File: config.mk
export PLATFORM = sky130hd
export DESIGN_NAME = dmem_arbiter_flat
export DESIGN_NICKNAME = d
export VERILOG_FILES = /design/src/rtl/dmem_arbiter_if.sv /design/src/rtl/dmem_arbiter.sv /design/src/flat_wrapper.sv
export SDC_FILE = /design/constraint.sdc
export NUM_CORES = 1
export LEC_CHECK = 0
export BUFFER_PORTS_ARGS = -buffer_cell sky130_fd_sc_hd__buf_4
export CORE_UTILIZATION = 40
export DETAILED_ROUTE_END_ITERATION = 8
export PLACE_DENSITY = 0.76
export SETUP_SLACK_MARGIN = 0.02
export SYNTH_ARGS = -nofsm -noshare
export SYNTH_HDL_FRONTEND = slang
export SYNTH_SLANG_ARGS = --single-unit
export TNS_END_PERCENT = 50
File: constraint.sdc
create_clock -name clk -period 1.7 [get_ports clk]
set_input_delay 0.34 -clock clk [delete_from_list [all_inputs] [get_ports clk]]
set_output_delay 0.34 -clock clk [all_outputs]
set_load 0.01 [all_outputs]
File: src/rtl/dmem_arbiter_if.sv
// Requester and data-memory signal bundle for dmem_arbiter.
// slave: the arbiter's view. master: the requester/memory side.
interface dmem_arbiter_if #(
  parameter int unsigned ADDR_W = 32,
  parameter int unsigned DATA_W = 32
);
  // Port 0: load/store unit
  logic              req0;
  logic              we0;
  logic [ADDR_W-1:0] addr0;
  logic [DATA_W-1:0] wdata0;
  logic              done0;

  // Port 1: debug/DMA loader
  logic              req1;
  logic              we1;
  logic [ADDR_W-1:0] addr1;
  logic [DATA_W-1:0] wdata1;
  logic              done1;

  // Shared completion status
  logic              err;
  logic [DATA_W-1:0] rdata;
  logic              busy;

  // Data-memory pins
  logic              mem_write;
  logic [ADDR_W-1:0] mem_address;
  logic [DATA_W-1:0] mem_wdata;
  logic [DATA_W-1:0] mem_rdata;
  logic              mem_ready;

  modport slave (
    input  req0, we0, addr0, wdata0,
    input  req1, we1, addr1, wdata1,
    input  mem_rdata, mem_ready,
    output done0, done1, err, rdata, busy,
    output mem_write, mem_address, mem_wdata
  );

  modport master (
    output req0, we0, addr0, wdata0,
    output req1, we1, addr1, wdata1,
    output mem_rdata, mem_ready,
    input  done0, done1, err, rdata, busy,
    input  mem_write, mem_address, mem_wdata
  );
endinterface

File: src/rtl/dmem_arbiter.sv
// Round-robin arbiter sharing one variable-latency data memory between the
// load/store unit (port 0) and the debug/DMA loader (port 1). One access is
// in flight at a time; address and write data are held for the whole access.
module dmem_arbiter #(
  parameter int unsigned ADDR_W   = 32,
  parameter int unsigned DATA_W   = 32,
  parameter int unsigned WAIT_MIN = 2,
  parameter int unsigned TIMEOUT  = 255
) (
  input  logic          clk,
  input  logic          rst,
  dmem_arbiter_if.slave bus
);

  // Read-wait counter; TIMEOUT is constrained below 2**8.
  localparam int unsigned CNT_W = 8;

  typedef enum logic [1:0] {
    IDLE  = 2'd0,
    WRITE = 2'd1,
    READ  = 2'd2,
    DONE  = 2'd3
  } state_t;

  state_t            state;
  logic              gnt;
  logic              last_grant;
  logic [CNT_W-1:0]  cnt;

  logic              any_req_c;
  logic              pick_c;
  logic              sel_we_c;
  logic [ADDR_W-1:0] sel_addr_c;
  logic [DATA_W-1:0] sel_wdata_c;
  logic              rd_accept_c;
  logic              rd_timeout_c;

  // Pick the winning port: a lone requester wins, a tie goes to the port not served last.
  always_comb begin
    any_req_c = bus.req0 | bus.req1;
    pick_c    = 1'b0;
    if (bus.req0 && bus.req1) begin
      pick_c = ~last_grant;
    end else if (bus.req1) begin
      pick_c = 1'b1;
    end
    sel_we_c    = pick_c ? bus.we1    : bus.we0;
    sel_addr_c  = pick_c ? bus.addr1  : bus.addr0;
    sel_wdata_c = pick_c ? bus.wdata1 : bus.wdata0;
  end

  // Read completion: mem_ready is trusted only once the memory has had time to drop it.
  always_comb begin
    rd_accept_c  = (cnt >= CNT_W'(WAIT_MIN)) && bus.mem_ready;
    rd_timeout_c = (cnt == CNT_W'(TIMEOUT));
  end

  // Access sequencer with registered memory pins and completion outputs.
  always_ff @(posedge clk) begin
    if (rst) begin
      state           <= IDLE;
      gnt             <= 1'b0;
      last_grant      <= 1'b1;
      cnt             <= '0;
      bus.done0       <= 1'b0;
      bus.done1       <= 1'b0;
      bus.err         <= 1'b0;
      bus.rdata       <= '0;
      bus.busy        <= 1'b0;
      bus.mem_write   <= 1'b0;
      bus.mem_address <= '0;
      bus.mem_wdata   <= '0;
    end else begin
      bus.done0     <= 1'b0;
      bus.done1     <= 1'b0;
      bus.mem_write <= 1'b0;

      case (state)
        IDLE: begin
          if (any_req_c) begin
            gnt             <= pick_c;
            last_grant      <= pick_c;
            cnt             <= '0;
            bus.mem_address <= sel_addr_c;
            bus.mem_wdata   <= sel_wdata_c;
            bus.busy        <= 1'b1;
            if (sel_we_c) begin
              state         <= WRITE;
              bus.mem_write <= 1'b1;
            end else begin
              state <= READ;
            end
          end
        end

        // mem_write is high for this single cycle; the memory stores on its closing edge.
        WRITE: begin
          state     <= DONE;
          bus.done0 <= ~gnt;
          bus.done1 <= gnt;
        end

        READ: begin
          if (cnt != CNT_W'(TIMEOUT)) begin
            cnt <= cnt + CNT_W'(1);
          end
          if (rd_accept_c) begin
            state     <= DONE;
            bus.rdata <= bus.mem_rdata;
            bus.err   <= 1'b0;
            bus.done0 <= ~gnt;
            bus.done1 <= gnt;
          end else if (rd_timeout_c) begin
            state     <= DONE;
            bus.rdata <= '0;
            bus.err   <= 1'b1;
            bus.done0 <= ~gnt;
            bus.done1 <= gnt;
          end
        end

        // Completion pulse is visible this cycle; requests seen here wait for IDLE.
        DONE: begin
          state    <= IDLE;
          bus.busy <= 1'b0;
        end

        default: begin
          state    <= IDLE;
          bus.busy <= 1'b0;
        end
      endcase
    end
  end

endmodule
File: src/flat_wrapper.sv
// flat-port wrapper written by rule: the top's interface ports become plain ports
module dmem_arbiter_flat 
#(
  parameter int unsigned ADDR_W   = 32,
  parameter int unsigned DATA_W   = 32,
  parameter int unsigned WAIT_MIN = 2,
  parameter int unsigned TIMEOUT  = 255
)
  (clk, rst, bus_req0, bus_we0, bus_addr0, bus_wdata0, bus_req1, bus_we1, bus_addr1, bus_wdata1, bus_mem_rdata, bus_mem_ready, bus_done0, bus_done1, bus_err, bus_rdata, bus_busy, bus_mem_write, bus_mem_address, bus_mem_wdata);
  dmem_arbiter_if #(.ADDR_W(ADDR_W), .DATA_W(DATA_W)) bus_i ();
  input  logic clk;
  input  logic rst;
  input wire logic [$bits(bus_i.req0)-1:0] bus_req0;
  input wire logic [$bits(bus_i.we0)-1:0] bus_we0;
  input wire logic [$bits(bus_i.addr0)-1:0] bus_addr0;
  input wire logic [$bits(bus_i.wdata0)-1:0] bus_wdata0;
  input wire logic [$bits(bus_i.req1)-1:0] bus_req1;
  input wire logic [$bits(bus_i.we1)-1:0] bus_we1;
  input wire logic [$bits(bus_i.addr1)-1:0] bus_addr1;
  input wire logic [$bits(bus_i.wdata1)-1:0] bus_wdata1;
  input wire logic [$bits(bus_i.mem_rdata)-1:0] bus_mem_rdata;
  input wire logic [$bits(bus_i.mem_ready)-1:0] bus_mem_ready;
  output wire logic [$bits(bus_i.done0)-1:0] bus_done0;
  output wire logic [$bits(bus_i.done1)-1:0] bus_done1;
  output wire logic [$bits(bus_i.err)-1:0] bus_err;
  output wire logic [$bits(bus_i.rdata)-1:0] bus_rdata;
  output wire logic [$bits(bus_i.busy)-1:0] bus_busy;
  output wire logic [$bits(bus_i.mem_write)-1:0] bus_mem_write;
  output wire logic [$bits(bus_i.mem_address)-1:0] bus_mem_address;
  output wire logic [$bits(bus_i.mem_wdata)-1:0] bus_mem_wdata;
  assign bus_i.req0 = bus_req0;
  assign bus_i.we0 = bus_we0;
  assign bus_i.addr0 = bus_addr0;
  assign bus_i.wdata0 = bus_wdata0;
  assign bus_i.req1 = bus_req1;
  assign bus_i.we1 = bus_we1;
  assign bus_i.addr1 = bus_addr1;
  assign bus_i.wdata1 = bus_wdata1;
  assign bus_i.mem_rdata = bus_mem_rdata;
  assign bus_i.mem_ready = bus_mem_ready;
  assign bus_done0 = bus_i.done0;
  assign bus_done1 = bus_i.done1;
  assign bus_err = bus_i.err;
  assign bus_rdata = bus_i.rdata;
  assign bus_busy = bus_i.busy;
  assign bus_mem_write = bus_i.mem_write;
  assign bus_mem_address = bus_i.mem_address;
  assign bus_mem_wdata = bus_i.mem_wdata;
  dmem_arbiter #(.ADDR_W(ADDR_W), .DATA_W(DATA_W), .WAIT_MIN(WAIT_MIN), .TIMEOUT(TIMEOUT)) u_core (.clk(clk), .rst(rst), .bus(bus_i));
endmodule
# Word-level counts from Yosys, hierarchy flattened
# Cells that the tools add are included.
[totals]
inputBits = 167
ff_bits = 113
out_inout_bits = 101
word_cells = 65
[classes]
n_addsub = 1
n_bitwise = 5
mux = 26
eq_ne = 8
reduce_logical = 12
magnitude_cmp = 1
[ops]
columns = ["op", "count"]
rows = [
  ["two-way mux 32 bit", 4],
  ["two-way mux 8 bit", 2],
  ["case mux 8 bit (2 select lines)", 1],
  ["two-way mux 1 bit", 11],
  ["adder 8 x 1 -> 8 bit (second input constant)", 1],
  ["== test 8 bit (second input constant)", 1],
  ["greater-or-equal comparator 8 x 2 -> 1 bit (second input constant)", 1],
  ["two-way mux 2 bit", 4],
  ["inequality test 8 bit (second input constant)", 1],
  ["case mux 2 bit (4 select lines)", 1],
  ["AND reduction 2 bit", 4],
  ["case mux 1 bit (2 select lines)", 3],
  ["nonzero test 2 bit", 3],
  ["== test 2 bit (second input constant)", 2],
  ["inequality test 2 x 1 -> 1 bit (second input constant)", 2],
  ["NOT 1 bit", 4],
  ["inequality test 3 x 1 -> 1 bit (second input constant)", 1],
  ["AND reduction 3 bit", 1],
  ["OR reduction 3 bit", 1],
  ["== test 2 x 1 -> 1 bit (second input constant)", 1],
  ["logical AND 1 bit", 2],
  ["zero test 2 bit", 1],
  ["bitwise OR 1 bit", 1],
]

# Depth between registers and ports, before layout
[logic_depth]
depth_word = 6
depth_mapped = 8
ltp_nobuf = 6

# Least setup slack after synthesis
# Ideal clock, no wire load.
[synth_path]
kind = "register to register"
startpoint = "register u_core.state[0]"
endpoint = "register u_core.cnt[5]"
t_arrival_ps = 1568
t_required_ps = 1627
synth_period_minus_slack_ps = 1641
stages_incl_launch_ff = 8
path_slack_ps = 59
setup_ps = 73
n_path_buf = 1
cell_sequence = "dfxtp_1 -> inv_1 -> ha_1 -> buf_4 -> o21a_1 -> o32ai_4 -> or4_1 -> a21oi_1"
[synth_between]
elab_chain_len = 3
word_cells_on_any_way = 7
classes_between = "eq/ne: 3; mux: 1; reduce/logical: 3"
[synth_lines]
columns = ["element", "line", "source"]
rows = [
  ["start, declared", "dmem_arbiter.sv:25", "state_t state;"],
  ["start signal, assigned", "dmem_arbiter.sv:61", "state <= IDLE;"],
  ["start signal, assigned", "dmem_arbiter.sv:88", "state <= WRITE;"],
  ["start signal, assigned", "dmem_arbiter.sv:91", "state <= READ;"],
  ["== test 2 bit or zero test 2 bit (tied branches)", "dmem_arbiter.sv:78", "case (state)"],
  ["inequality test 2 x 1 -> 1 bit (no line) or nonzero test 2 bit (tied branches)", "-", ""],
  ["AND reduction 3 bit (no line)", "-", ""],
  ["end signal, assigned", "dmem_arbiter.sv:105", "cnt <= cnt + CNT_W'(1);"],
  ["end, declared", "dmem_arbiter.sv:28", "logic [CNT_W-1:0] cnt;"],
]
# Several ways; a longest one is shown, not always the timed one.
# A chain may end at the register's enable or synchronous reset.

# Worst setup path in the final report
[layout_path]
startpoint = "register u_core.state[1]"
endpoint = "register u_core.cnt[5]"
# Same word-level chain as after synthesis.

==> out/summary.md <==
## Setup path
- data arrival at the endpoint of the critical path: 1.98 ns
- critical register-to-register path startpoint: u_core.state[1]
- Setup CP Type: register to register
- kind of capture point of the worst setup path: register
- crit path launch: u_core.state[1]
- Worst Path Max Fanout: 7
- R2R Setup Slk: 0.04 ns
- slowest cell on the critical path: sky130_fd_sc_hd__or4_1
- WP data required: 2.02 ns
- CP Launch Type: register
- cell-by-cell listing of the critical path: inv_2 -> ha_4 -> and2b_1 -> o32ai_4 -> or4_1 -> a21oi_1
- CP peak stage delay: 0.53 ns

## Timing
- worst slew margin relative to its limit: 0.749
- final critical-path share of the clock period: 0.976
- fmax: 603 MHz
- Setup violations, final: 0
- Final min period: 1.66 ns
- RSZ-0062 raised after global routing: yes
- transition time of the tightest slew-check pin: 0.377 ns
- final clock skew: 0.00985 ns
- total count of max-transition violations in the final report: 0
- Final Hold Viols: 0

## Placed design
- routability cong.: 0.835
- half-perimeter wire length after placement: 9.97 mm
- number of placed instances, taps included: 856
- count of buffers from port buffering: 267

## Synthesis
- sequential share of the synthesized area: 0.474
- number of enable flip-flop cells after synthesis: 0
- portion of synthesized cell area occupied by the leading cell type: 0.474
- Post-Syn Nets: 635
- count of warnings emitted by yosys: 0
- post-synthesis average cell area: 10.3 sq um
- count of mapped cells out of synthesis: 462
- fraction of synthesis flops using an asynchronous set or reset pin: 0
- leading cell types by count after synthesis: sky130_fd_sc_hd__dfxtp_1, sky130_fd_sc_hd__mux2i_1, sky130_fd_sc_hd__nor2_1
- count leader, synth: sky130_fd_sc_hd__dfxtp_1
- most area-consuming cells after synthesis: sky130_fd_sc_hd__dfxtp_1, sky130_fd_sc_hd__mux2i_1, sky130_fd_sc_hd__a211oi_1
- library cell with the largest summed area after synthesis: sky130_fd_sc_hd__dfxtp_1
- number of flip-flops and latches in the synthesized netlist: 113
- top_reg_cell synth: sky130_fd_sc_hd__dfxtp_1
- library cells used by synthesis: 38
- synthesized area: 4770 sq um

## Detailed routing
- total number of vias: 4589
- total length of routed wires: 13.4 mm
- ANT nets after route: 0
- Vias/cell: 5.17
- drt pass-1 iters: 6
- Detailed Route Iter0 Violations: 320
- Wirelength per Cell: 15.1 um
- number of remaining DRC errors: 38

## Power and ir drop
- leakage power figure: 3.44 nW
- Power Density: 1400 nW/um^2
- Max IR drop VDD: 0.000709 V

## Floorplan
- width of the die: 111 um
- Die Outline Area: 12400 sq um
- Std-Cell Rows: 39
- Placeable Area: 11500 sq um
- I/O pins: 268
- Die Ht: 111 um
- starting density of the core: 0.414

## Run
- Max-cap violations: 0

## Global route
- pin count of the biggest net entering global routing: 73
- first-pass GRT wire length: 21.6 mm
- number of antenna violations at the first check in global routing: 0
- Total GRT Usage: 0.217
- sum of overflow across all layers after global routing: 0
- number of global-route vias before repair: 4463

## Clock network
- clock input transition at the sequential cells of the worst setup and hold paths: 0.05 ns
- CTS tree: done
- buffer depth of the longest clock path: 2
- number of levels the H-tree was split into: 4
- # hold bufs at CTS: 0
- clock insertion delay at the later pin of the skew report: 0.40 ns
- CTS sink count: 113
- Clock Root Buffer: sky130_fd_sc_hd__clkbuf_16
- TritonCTS buffer count: 17

## Final layout
- antenna diode count: 0
- count of placed standard cells in the final layout, fillers left out: 888
- number of nets in the final layout: 907
- final core utilization: 0.668
- post-synthesis to final-layout area growth: 61.3%
- ratio of cells with drive above 1 in the final layout: 0.477

## Status
- run status: finished, violations left
- failing checks: DRC

## Min path
- path category of the worst min-delay check: primary input to register
- hold path startpoint: bus_mem_rdata[26]

==> stage by stage <==
step	area [sq um]	hold slack, ns	setup TNS, ns	power, mW	worst slack, ns
after floorplan	4770	0.442	0	5.58	0.0589
after global placement	7010	0.467	0	7.20	0.0568
after detailed placement	7010	0.462	-0.0360	7.30	-0.0290
after CTS	7610	0.139	0	10.8	0.0333
after global routing	7700	0.142	-0.0283	11.4	-0.0182
final	7700	0.154	0	10.8	0.0405
==> area by class of cell <==
| type | instances | area [sq um] |
|---|---|---|
| Multi-Input combinational cell | 299 | 2330 |
| Sequential cell | 113 | 2270 |
| Timing Repair Buffer | 295 | 2310 |
| Tap cell | 143 | 179 |
| Fill cell | 901 | 3820 |
| Clock buffer | 21 | 470 |
| Clock inverter | 9 | 109 |
| Inverter | 8 | 30.0 |
==> cell families after synthesis <==
| logic type | after synthesis | synth area share |
|---|---|---|
| mux | 67 | 0.141 |
| flops | 113 | 0.474 |
| simple gates | 98 | 0.0944 |
| buf+inv | 50 | 0.0566 |
| fa+ha+maj | 6 | 0.0157 |
| compound gates | 128 | 0.218 |
==> final timing paths <==
kind                                        endpoint  cells past startpoint
worst max-delay path                   u_core.cnt[5]                      6
worst min-delay path            u_core.bus.rdata[26]                      2
worst max register to register         u_core.cnt[5]                      6
worst min register to register      u_core.bus.done0                      1
==> flip-flops by register name (all words and copies together) (netlist names) <==
name                    flops
u_core.bus.done0            1
u_core.bus.rdata           32
u_core.bus.done1            1
u_core.cnt                  8
u_core.last_grant           1
u_core.bus.mem_wdata       32
u_core.gnt                  1
u_core.state                2
u_core.bus.busy             1
u_core.bus.mem_write        1
u_core.bus.mem_address     32
u_core.bus.err              1
==> placed cells by master, fill, tap and decap left out, types with 2 or more instances in the layout <==
master	instances
sky130_fd_sc_hd__nand2_1	7
sky130_fd_sc_hd__or4_1	2
sky130_fd_sc_hd__ha_4	2
sky130_fd_sc_hd__dfxtp_2	5
sky130_fd_sc_hd__mux2i_1	67
sky130_fd_sc_hd__clkbuf_16	17
sky130_fd_sc_hd__nand3_1	3
sky130_fd_sc_hd__a211oi_1	66
sky130_fd_sc_hd__o21ai_1	4
sky130_fd_sc_hd__o31ai_1	2
sky130_fd_sc_hd__o21ai_0	3
sky130_fd_sc_hd__clkbuf_8	3
sky130_fd_sc_hd__or3_1	5
sky130_fd_sc_hd__clkinvlp_4	4
sky130_fd_sc_hd__ha_1	3
sky130_fd_sc_hd__a32o_1	32
sky130_fd_sc_hd__a21oi_1	8
sky130_fd_sc_hd__dfxtp_1	107
sky130_fd_sc_hd__buf_12	7
sky130_fd_sc_hd__a21oi_2	3
sky130_fd_sc_hd__buf_6	2
sky130_fd_sc_hd__buf_4	286
sky130_fd_sc_hd__inv_1	5
sky130_fd_sc_hd__inv_2	3
sky130_fd_sc_hd__bufinv_16	2
sky130_fd_sc_hd__clkinv_2	2
sky130_fd_sc_hd__nor2_1	67
==> what timing repair did <==
| item | CTS | global route |
|---|---|---|
| resized for setup | 6 | 20 |
| setup endpoints to repair | 39 | 41 |
| pin swaps | 2 | 8 |
| buffers inserted | 1 | 1 |
==> worst max-delay path, delay by kind of cell (launching register included) <==
family          cells  cell delay (ns)
simple gates        2             0.75
flops               1             0.35
compound gates      2             0.26
fa+ha+maj           1             0.16
buf+inv             1             0.05
==> power by group <==
part | internal [mW] | total (mW) | switching [mW]
Clock | 2.25 | 3.44 | 1.19
Combinational | 1.89 | 3.78 | 1.89
Sequential | 3.25 | 3.58 | 0.332
==> layer usage <==
layer / track usage / up-vias / routed length [um]
li1: - / 2286 / -
met1: 0.244 / 2101 / 5330
met4: 0.0991 / 0 / 342
met3: 0.0618 / 20 / 932
met2: 0.378 / 182 / 6790
met5: 0 / - / 0
No activity file was read; power rests on OpenSTA's default activity.
